--- src/rtl/lynx_pkg.sv ---
// Shared types and decode constants for the Lynx memory controller.
// Holds the handshake state enum, I/O port decode patterns and read-mux select codes.
package lynx_pkg;

  typedef enum logic [1:0] {
    HS_IDLE,
    HS_REQ,
    HS_WAIT,
    HS_HOLD
  } hs_state_e;

  typedef enum logic [2:0] {
    SEL_FF,
    SEL_ROM,
    SEL_SDR,
    SEL_VB0,
    SEL_VB1,
    SEL_KB
  } rd_sel_e;

  // Write ports are partially decoded: 7F on a[6:0], 80/84 on a[7:6], a[2] and a[1].
  localparam logic [6:0] PORT_7F      = 7'h7F;
  localparam logic [7:0] PORT_8X_MASK = 8'hC6;
  localparam logic [7:0] PORT_80      = 8'h80;
  localparam logic [7:0] PORT_84      = 8'h84;
  localparam logic [7:0] PORT_KB      = 8'h80;

  function automatic rd_sel_e mem_sel(input logic [7:0] r7f, input logic [5:1] r80,
                                      input logic [2:0] a_hi, input logic rom15);
    if (!r7f[4] && a_hi[2:1] == 2'b00) return SEL_ROM;
    if (!r7f[4] && a_hi == 3'b010) return rom15 ? SEL_ROM : SEL_FF;
    if (!r7f[5]) return SEL_SDR;
    if (r7f[6] && !r80[2]) return SEL_VB0;
    if (r7f[6] && !r80[3]) return SEL_VB1;
    return SEL_FF;
  endfunction

endpackage

--- src/rtl/lynx_sdr_hs.sv ---
// SDRAM request/acknowledge handshake with a timeout counter and read-data latch.
// state   | meaning
// IDLE    | no access; a start request stalls the CPU in the same cycle
// REQ     | one-cycle sdr_req pulse, counter cleared
// WAIT    | waiting for sdr_ack or counter timeout
// HOLD    | access finished, CPU released until mreq_n rises
module lynx_sdr_hs
  import lynx_pkg::*;
#(
  parameter int TMO_W = 4
) (
  input  logic       clock,
  input  logic       reset,
  input  logic       start_i,
  input  logic       we_i,
  input  logic       mreq_n_i,
  input  logic       sdr_ack_i,
  input  logic [7:0] sdr_do_i,
  output logic       sdr_req_o,
  output logic       sdr_we_o,
  output logic       wait_n_o,
  output logic [7:0] rdata_o,
  output logic       tmo_err_o
);

  hs_state_e        state_q, state_d;
  logic [TMO_W-1:0] cnt_q, cnt_d, cnt_inc;
  logic [7:0]       rdata_q, rdata_d;
  logic             tmo_q, tmo_d;
  logic             we_q, we_d;

  assign cnt_inc = cnt_q + {{(TMO_W-1){1'b0}}, 1'b1};

  always_ff @(posedge clock) begin
    if (reset) begin
      state_q <= HS_IDLE;
      cnt_q   <= '0;
      rdata_q <= '0;
      tmo_q   <= 1'b0;
      we_q    <= 1'b0;
    end else begin
      state_q <= state_d;
      cnt_q   <= cnt_d;
      rdata_q <= rdata_d;
      tmo_q   <= tmo_d;
      we_q    <= we_d;
    end
  end

  always_comb begin
    state_d   = state_q;
    cnt_d     = cnt_q;
    rdata_d   = rdata_q;
    tmo_d     = tmo_q;
    we_d      = we_q;
    sdr_req_o = 1'b0;
    wait_n_o  = 1'b1;
    case (state_q)
      HS_IDLE: begin
        if (start_i) begin
          wait_n_o = 1'b0;
          we_d     = we_i;
          state_d  = HS_REQ;
        end
      end
      HS_REQ: begin
        sdr_req_o = 1'b1;
        wait_n_o  = 1'b0;
        cnt_d     = '0;
        state_d   = HS_WAIT;
      end
      HS_WAIT: begin
        wait_n_o = 1'b0;
        if (sdr_ack_i) begin
          if (!we_q) rdata_d = sdr_do_i;
          state_d = HS_HOLD;
        end else begin
          cnt_d = cnt_inc;
          // Give up on the cycle the counter lands on all-ones.
          if (cnt_inc == '1) begin
            tmo_d   = 1'b1;
            rdata_d = 8'hFF;
            state_d = HS_HOLD;
          end
        end
      end
      HS_HOLD: begin
        if (mreq_n_i) state_d = HS_IDLE;
      end
      default: state_d = HS_IDLE;
    endcase
  end

  assign sdr_we_o  = (state_q == HS_REQ) && we_q;
  assign rdata_o   = rdata_q;
  assign tmo_err_o = tmo_q;

endmodule

--- src/rtl/lynx_mem_ctrl.sv ---
// Lynx memory controller: banking registers, CPU read mux, video bank writes
// and SDRAM routing through the handshake sub-module.
module lynx_mem_ctrl
  import lynx_pkg::*;
#(
  parameter int RAM_AW = 14,
  parameter int ROM_AW = 14,
  parameter int TMO_W  = 4
) (
  input  logic              clock,
  input  logic              reset,
  input  logic              ce,
  input  logic              mreq_n,
  input  logic              iorq_n,
  input  logic              rd_n,
  input  logic              wr_n,
  input  logic [15:0]       a,
  input  logic [7:0]        q,
  output logic [7:0]        d,
  output logic              wait_n,
  output logic [ROM_AW-1:0] rom_a,
  input  logic [7:0]        rom_do,
  output logic              sdr_req,
  output logic              sdr_we,
  output logic [23:0]       sdr_a,
  output logic [15:0]       sdr_di,
  input  logic [7:0]        sdr_do,
  input  logic              sdr_ack,
  output logic [1:0]        vb_we,
  output logic [13:0]       vb_a,
  output logic [7:0]        vb_di,
  input  logic [7:0]        vb_do0,
  input  logic [7:0]        vb_do1,
  input  logic [7:0]        kb_do,
  input  logic              ear,
  output logic              altg,
  output logic [5:0]        dac,
  output logic              tmo_err
);

  localparam logic ROM15 = (ROM_AW == 15);

  logic [7:0] r7f_q, r7f_d;
  logic [5:1] r80_q, r80_d;
  logic [5:0] dac_q, dac_d;
  logic       io_wr, wr7f, wr80, wr84;
  rd_sel_e    msel, rd_sel;
  logic       start;
  logic [7:0] sdr_rdata;

  assign io_wr = ce && !iorq_n && !wr_n;
  assign wr7f  = io_wr && (a[6:0] == PORT_7F);
  assign wr80  = io_wr && ((a[7:0] & PORT_8X_MASK) == PORT_80);
  assign wr84  = io_wr && ((a[7:0] & PORT_8X_MASK) == PORT_84);

  always_comb begin
    r7f_d = r7f_q;
    r80_d = r80_q;
    dac_d = dac_q;
    if (wr7f) r7f_d = q;
    if (wr80) r80_d = q[5:1];
    if (wr84) dac_d = q[5:0];
  end

  always_ff @(posedge clock) begin
    if (reset) begin
      r7f_q <= '0;
      r80_q <= '0;
      dac_q <= '0;
    end else begin
      r7f_q <= r7f_d;
      r80_q <= r80_d;
      dac_q <= dac_d;
    end
  end

  // Routing uses the current register values, so a same-cycle port write
  // only affects accesses that start afterwards.
  assign msel  = mem_sel(r7f_q, r80_q, a[15:13], ROM15);
  assign start = ce && !mreq_n &&
                 ((!rd_n && msel == SEL_SDR) || (!wr_n && !r7f_q[0]));

  always_comb begin
    rd_sel = SEL_FF;
    if (!mreq_n) rd_sel = msel;
    else if (!iorq_n && a[7:0] == PORT_KB) rd_sel = SEL_KB;
  end

  always_comb begin
    d = 8'hFF;
    case (rd_sel)
      SEL_ROM: d = rom_do;
      SEL_SDR: d = sdr_rdata;
      SEL_VB0: d = vb_do0;
      SEL_VB1: d = vb_do1;
      SEL_KB:  d = {kb_do[7:1], r80_q[1] ? ear : kb_do[0]};
      default: d = 8'hFF;
    endcase
  end

  lynx_sdr_hs #(.TMO_W(TMO_W)) u_hs (
    .clock     (clock),
    .reset     (reset),
    .start_i   (start),
    .we_i      (!wr_n),
    .mreq_n_i  (mreq_n),
    .sdr_ack_i (sdr_ack),
    .sdr_do_i  (sdr_do),
    .sdr_req_o (sdr_req),
    .sdr_we_o  (sdr_we),
    .wait_n_o  (wait_n),
    .rdata_o   (sdr_rdata),
    .tmo_err_o (tmo_err)
  );

  assign rom_a  = a[ROM_AW-1:0];
  assign sdr_a  = (RAM_AW == 14) ? {10'h000, a[14], a[12:0]} : {8'h00, a};
  assign sdr_di = {q, q};

  assign vb_we[0] = !mreq_n && !wr_n && r7f_q[1] && r80_q[5];
  assign vb_we[1] = !mreq_n && !wr_n && r7f_q[2] && r80_q[5];
  assign vb_a     = {a[14], a[12:0]};
  assign vb_di    = q;

  assign altg = r80_q[4];
  assign dac  = dac_q;

endmodule

--- config.mk ---
export PLATFORM = sky130hd
export DESIGN_NAME = lynx_mem_ctrl
export DESIGN_NICKNAME = d
export VERILOG_FILES = /design/src/rtl/lynx_pkg.sv /design/src/rtl/lynx_sdr_hs.sv /design/src/rtl/lynx_mem_ctrl.sv
export SDC_FILE = /design/constraint.sdc
export NUM_CORES = 1
export LEC_CHECK = 0
export ABC_CLOCK_PERIOD_IN_PS = 2360
export CORE_MARGIN = 1.5
export CORE_UTILIZATION = 37
export DETAILED_ROUTE_END_ITERATION = 10
export PLACE_DENSITY_LB_ADDON = 0.12
export SLEW_MARGIN = 20
export SYNTH_ARGS = -nofsm -noshare
export SYNTH_HDL_FRONTEND = slang
export SYNTH_SLANG_ARGS = --single-unit
--- constraint.sdc ---
create_clock -name clock -period 2.36 [get_ports clock]
set_input_delay 0.472 -clock clock [delete_from_list [all_inputs] [get_ports clock]]
set_output_delay 0.472 -clock clock [all_outputs]
set_load 0.005 [all_outputs]
# Word level (Yosys, flattened, before mapping)
# Index checks and enable logic that the tools add are counted.
[totals] ff_bits=34 out_inout_bits=97 wordCells=111
[op_classes] add_sub_neg=1 eq_ne=20 muxes=42 n_bitwise=1 n_reduce_logical=39
[op_table] op="8-bit case mux with 5 select lines" count=1
[op_table] op="3-bit 2-to-1 mux" count=12
[op_table] op="8-bit 2-to-1 mux" count=3
[op_table] op="1-bit logical AND" count=20
[op_table] op="1-bit 2-to-1 mux" count=18
[op_table] op="3-bit by 2-bit == test with 1-bit output (second input constant)" count=4
[op_table] op="4-bit == test (second input constant)" count=3
[op_table] op="3-bit AND reduction" count=3
[op_table] op="8-bit == test (second input constant)" count=1
[op_table] op="1-bit logical NOT" count=8
[op_table] op="2-bit 2-to-1 mux" count=4
[op_table] op="2-bit != test (second input constant)" count=4
[op_table] op="2-bit case mux with 4 select lines" count=1
[op_table] op="4-bit case mux with 2 select lines" count=1
[op_table] op="7-bit == test (second input constant)" count=1
[op_table] op="3-bit == test (second input constant)" count=2
[op_table] op="4-bit by 1-bit adder with 4-bit output (second input constant)" count=1
[op_table] op="2-bit == test (second input constant)" count=2
[op_table] op="2-bit logical NOT" count=2
[op_table] op="4-bit 2-to-1 mux" count=1
[op_table] op="2-bit AND reduction" count=2
[op_table] op="2-bit nonzero test" count=2
[op_table] op="3-bit by 1-bit == test with 1-bit output (second input constant)" count=1
[op_table] op="3-bit by 2-bit != test with 1-bit output (second input constant)" count=1
[op_table] op="5 further kinds" count=5

# Logic depth before layout (Yosys ltp)
[depth] word_depth=24 depth_mapped=7 depth_no_buf=7

# Hierarchy
# Synthesis repeated with hierarchy kept, for this count alone.
[unflattened] cells_unflattened=285 hier_area_um2=2443.6
[modules_own_cells] mod="lynx_mem_ctrl" instances=1 cells_each=201 area_per_inst_um2=1657.8
[modules_own_cells] mod="lynx_sdr_hs" instances=1 cells_each=84 area_per_inst_um2=785.8

# Worst setup path before layout
# No wires, ideal clock.
[synth_timing] path_type="input to output" startpoint="input a[0]" endpoint="output d[1]" arrival_time_ns=1.529 path_slack_ns=0.359 cell_stages=6 path_cell_list="nor4_1 > and4_1 > buf_2 > o21bai_4 > a32oi_1 > a221o_1"
[synth_between] elab_chain_cells=6 elab_cells_between_ends=10
[synth_lines] item="start, declared" line_no="lynx_mem_ctrl.sv:17" rtl="input logic [15:0] a,"
[synth_lines] item="8-bit == test *" line_no="lynx_mem_ctrl.sv:86" rtl="else if (!iorq_n && a[7:0] == PORT_KB) rd_sel = SEL_KB;"
[synth_lines] item="1-bit logical AND *" line_no="lynx_mem_ctrl.sv:86"
[synth_lines] item="3-bit 2-to-1 mux *" line_no="lynx_mem_ctrl.sv:86"
[synth_lines] item="3-bit 2-to-1 mux *" line_no="lynx_mem_ctrl.sv:85" rtl="if (!mreq_n) rd_sel = msel;"
[synth_lines] item="3-bit == test, or another cell as far along" line_no="lynx_mem_ctrl.sv:91" rtl="case (rd_sel)"
[synth_lines] item="8-bit case mux with 5 select lines *" line_no="lynx_mem_ctrl.sv:91"
[synth_lines] item="end, declared" line_no="lynx_mem_ctrl.sv:19" rtl="output logic [7:0] d,"
# Every way passes the cells marked *; elsewhere a longest branch is shown, timed or not.

# Worst setup path in the final report
[layout_timing] startpoint="input a[13]" endpoint="output d[6]"
[layout_between] elab_chain_cells=14 elab_cells_between_ends=20
[layout_lines] item="3-bit by 2-bit == test with 1-bit output *" line_no="lynx_pkg.sv:31" rtl="if (!r7f[4] && a_hi == 3'b010) return rom15 ? SEL_ROM : SEL_FF;"
[layout_lines] item="1-bit logical AND *" line_no="lynx_pkg.sv:31"
[layout_lines] item="3-bit 2-to-1 mux" line_no="lynx_pkg.sv:31"
[layout_lines] item="3-bit 2-to-1 mux" line_no="lynx_pkg.sv:32" rtl="if (!r7f[5]) return SEL_SDR;"
[layout_lines] item="3-bit 2-to-1 mux" line_no="lynx_pkg.sv:33" rtl="if (r7f[6] && !r80[2]) return SEL_VB0;"
[layout_lines] item="3-bit 2-to-1 mux" line_no="lynx_pkg.sv:34" rtl="if (r7f[6] && !r80[3]) return SEL_VB1;"
[layout_lines] item="3-bit 2-to-1 mux" line_no="lynx_pkg.sv:35" rtl="return SEL_FF;"
[layout_lines] item="3-bit 2-to-1 mux" line_no="lynx_pkg.sv:34"
[layout_lines] item="3-bit 2-to-1 mux" line_no="lynx_pkg.sv:33"
[layout_lines] item="3-bit 2-to-1 mux *" line_no="lynx_pkg.sv:32"
[layout_lines] item="3-bit 2-to-1 mux *" line_no="lynx_pkg.sv:31"
[layout_lines] item="3-bit 2-to-1 mux *" line_no="lynx_mem_ctrl.sv:85"
[layout_lines] item="3-bit == test, or another cell as far along" line_no="lynx_mem_ctrl.sv:91"
[layout_lines] item="8-bit case mux with 5 select lines *" line_no="lynx_mem_ctrl.sv:91"
# Every way passes the cells marked *; elsewhere a longest branch is shown, timed or not. The select of a mux whose other input is x is not followed.

==> metrics <==
initial antenna violation count=0; Synth Instances=299; Leak=1.62 nW; setup violators final=0; most frequent cell after synthesis=buf_4; Die Height=86.1 um; fmax=0.429 GHz; residual DRC count=0; Final min period=2.33 ns; Max Slew Vio Count=0; crit path DAT=between 1.5 and 2 ns; global route overflow=0; DR vias=2,465; TritonCTS Buffers=5; number of I/O port buffers=135; Global Route Usage Sum=about a fifth; Crit-path slowest cell=a211o_1; Largest delay share family, worst path=compound AO/OA/AOI/OAI gates; Layout area overhead=53.9%; dominant cells by area after synthesis=dfxtp_1 (26%), buf_4 (22%), mux2i_1 (8.2%); Clock Latency Late Sink=slightly below 0.3 ns; largest net degree at the start of global routing=19; number of fill cells=approximately 620; clk buf depth=2; ys flop type=dfxtp_1; leading area contributor after synthesis=dfxtp_1; Post-Syn Area=2550 um^2; Post-synth top cells=buf_4 (76), dfxtp_1 (33), nor2_1 (24); ys async rst share=0%; initial DRC count=93; combined area of the multi-input logic cells=about 1400 um^2; power per cell area=489 nW/um^2; post-synth top area share=25.9%; H-tree levels=2; Mapped Avg Cell Area=8.54 um^2; post-synth cell types=55; cell mode on critical path=buf_2; worst stage delay on the critical path=between 0.3 and 0.4 ns; status=completed; final hold vios=0; post-DR wirelength/cell=15.1 um; number of flops mapped to enable cells by yosys=0; Reg area=667 um^2; crit-path cells=buf_4 > a211o_1 > a21oi_2 > buf_2 > nand3_1 > a32o_2 > o21ai_1 > buf_2; placed cell area=~3600 um^2; # Max-Cap Violations=0; Clock transition at path regs=0.06 ns; Req. time, crit path=1.89 ns; CP Capture Type=output pin; Layout Nets=slightly below 500; CTS root buf=clkbuf_8; Critical Path Start Type=input pin; Hold Path Class=reg -> reg; CTS Sinks=33; crit-path max FO=4; post-route ant nets=0; wire length of the first global-routing pass=11,100 um; RSZ-0062 raised after global routing=yes; Core Area=6720 um^2; CP Class=in -> out; routed vias/inst=5.03; Ys Warns=0; design area=3930 um^2; Cell Rows=30; antenna cells=0; number of global-route vias before repair=around 2,300; synthesized flop and latch total=33; die area=7410 um^2; total power=~1.9 mW; Tcrit/Tclk final=98.8%; Starting Density=38.0%; Pre-antenna DRT Iters=4; HPWL after detailed placement=5600 um; clk_skew=~0.0061 ns; Hold WS=roughly 0.47 ns; CTS tree=done; Placer Congestion=0.856; WP buf/inv=3; Max VDD drop=0.435 mV; Die Wd=about 86 um; Routed WL=7400 um; part of the Yosys area used for sequential elements=about 26%; Boundary Pins=170; Hold Buf Count CTS=0; share of layout cells above drive strength 1=24.4%
per-stage QoR:
step / setup WS [ns] / cells / TNS, ns / utilization (%)
after floorplan: 0.359 / 308 / 0 / -
after global placement: -0.680 / 465 / -6.13 / 53.8
after detailed placement: -0.732 / 465 / -6.43 / 53.8
after CTS: -0.00538 / 485 / -0.00538 / 57.3
after global routing: -0.0760 / 490 / -0.229 / 58.5
final: 0.0292 / 490 / 0 / 58.5
worst reg2reg max path: stages, from the launching register on:
cell,delay (ns)
dfxtp_1,0.33
inv_1,0.12
ha_1,0.28
nor2b_1,0.35
o41ai_1,0.13
a31oi_1,0.30
o21ai_1,0.10
o311a_1,0.13
area by class of cell:
type / instances / area share, %
Clock buffer: 7 / 2.20
Clock inverter: 1 / 0.764
Inverter: 8 / 0.764
Multi-Input combinational cell: 183 / 34.9
Sequential cell: 33 / 17.0
Tap cell: 80 / 2.55
Timing Repair Buffer: 178 / 41.8
power breakdown:
part / switching (mW) / internal [mW] / total, mW / leakage [nW]
logic: 0.322 / 0.409 / 0.731 / 1.29
clock network: 0.205 / 0.344 / 0.550 / 0.0585
registers: 0.0383 / 0.604 / 0.642 / 0.268
worst paths after layout:
check	slack, ns	start	end	cells after the start
hold reg to reg	0.47	u_hs.tmo_err_o$_SDFFE_PP0P_	u_hs.tmo_err_o$_SDFFE_PP0P_	1
setup / recovery	0.03	a[13]	d[6]	8
hold / removal	0.47	u_hs.tmo_err_o$_SDFFE_PP0P_	u_hs.tmo_err_o$_SDFFE_PP0P_	1
setup reg to reg	0.52	u_hs.state_q[0]$_SDFFE_PP0P_	u_hs.state_q[0]$_SDFFE_PP0P_	7
state kept, by name, indices dropped and copies added (netlist names):
| name | cells |
|---|---|
| r80_q | 5 |
| u_hs.rdata_o | 8 |
| u_hs.we_q | 1 |
| r7f_q | 6 |
| u_hs.state_q | 2 |
| u_hs.tmo_err_o | 1 |
| dac | 6 |
| u_hs.cnt_q | 4 |
what timing repair did:
action,in CTS,in global routing
gates cloned,0,1
endpoints found under the setup margin,11,9
setup buffers,12,4
gates resized for setup,90,28
pin swaps,8,12
per-layer routing:
layer | GRT usage, % | wire length [um] | vias up
li1 | - | - | 1206
met1 | 23.6 | 3120 | 1145
met2 | 32.1 | 3690 | 103
met3 | 3.56 | 471 | 11
met4 | 7.18 | 119 | 0
met5 | 0 | 0 | -
cell usage in the layout (no fill, tap or decap), types with 4 or more instances in the layout:
master / netlist / layout
a21oi_1: 9 / 8
clkdlybuf4s50_1: 0 / 111
buf_4: 76 / 35
nand3_1: 6 / 5
o221a_1: 5 / 5
a221o_1: 4 / 4
buf_2: 2 / 13
nor2_1: 24 / 21
conb_1: 1 / 10
clkbuf_8: 0 / 6
inv_1: 8 / 8
mux2i_1: 21 / 21
o21ai_1: 11 / 14
ha_1: 7 / 7
a32oi_1: 4 / 4
dlygate4sd2_1: 0 / 5
dfxtp_1: 33 / 30
nand2_1: 19 / 19
buf_6: 2 / 8
logic make-up after synthesis:
family | after synthesis | synth area share, %
AOI/OAI and AO/OA | 66 | 20.8
adders and majority gates | 7 | 3.43
buffers and inverters | 92 | 25.4
DFF | 33 | 25.9
muxes | 21 | 8.24
other | 1 | 0.147
and+or+nand+nor | 79 | 16.1
No activity file was read; power rests on OpenSTA's default activity.
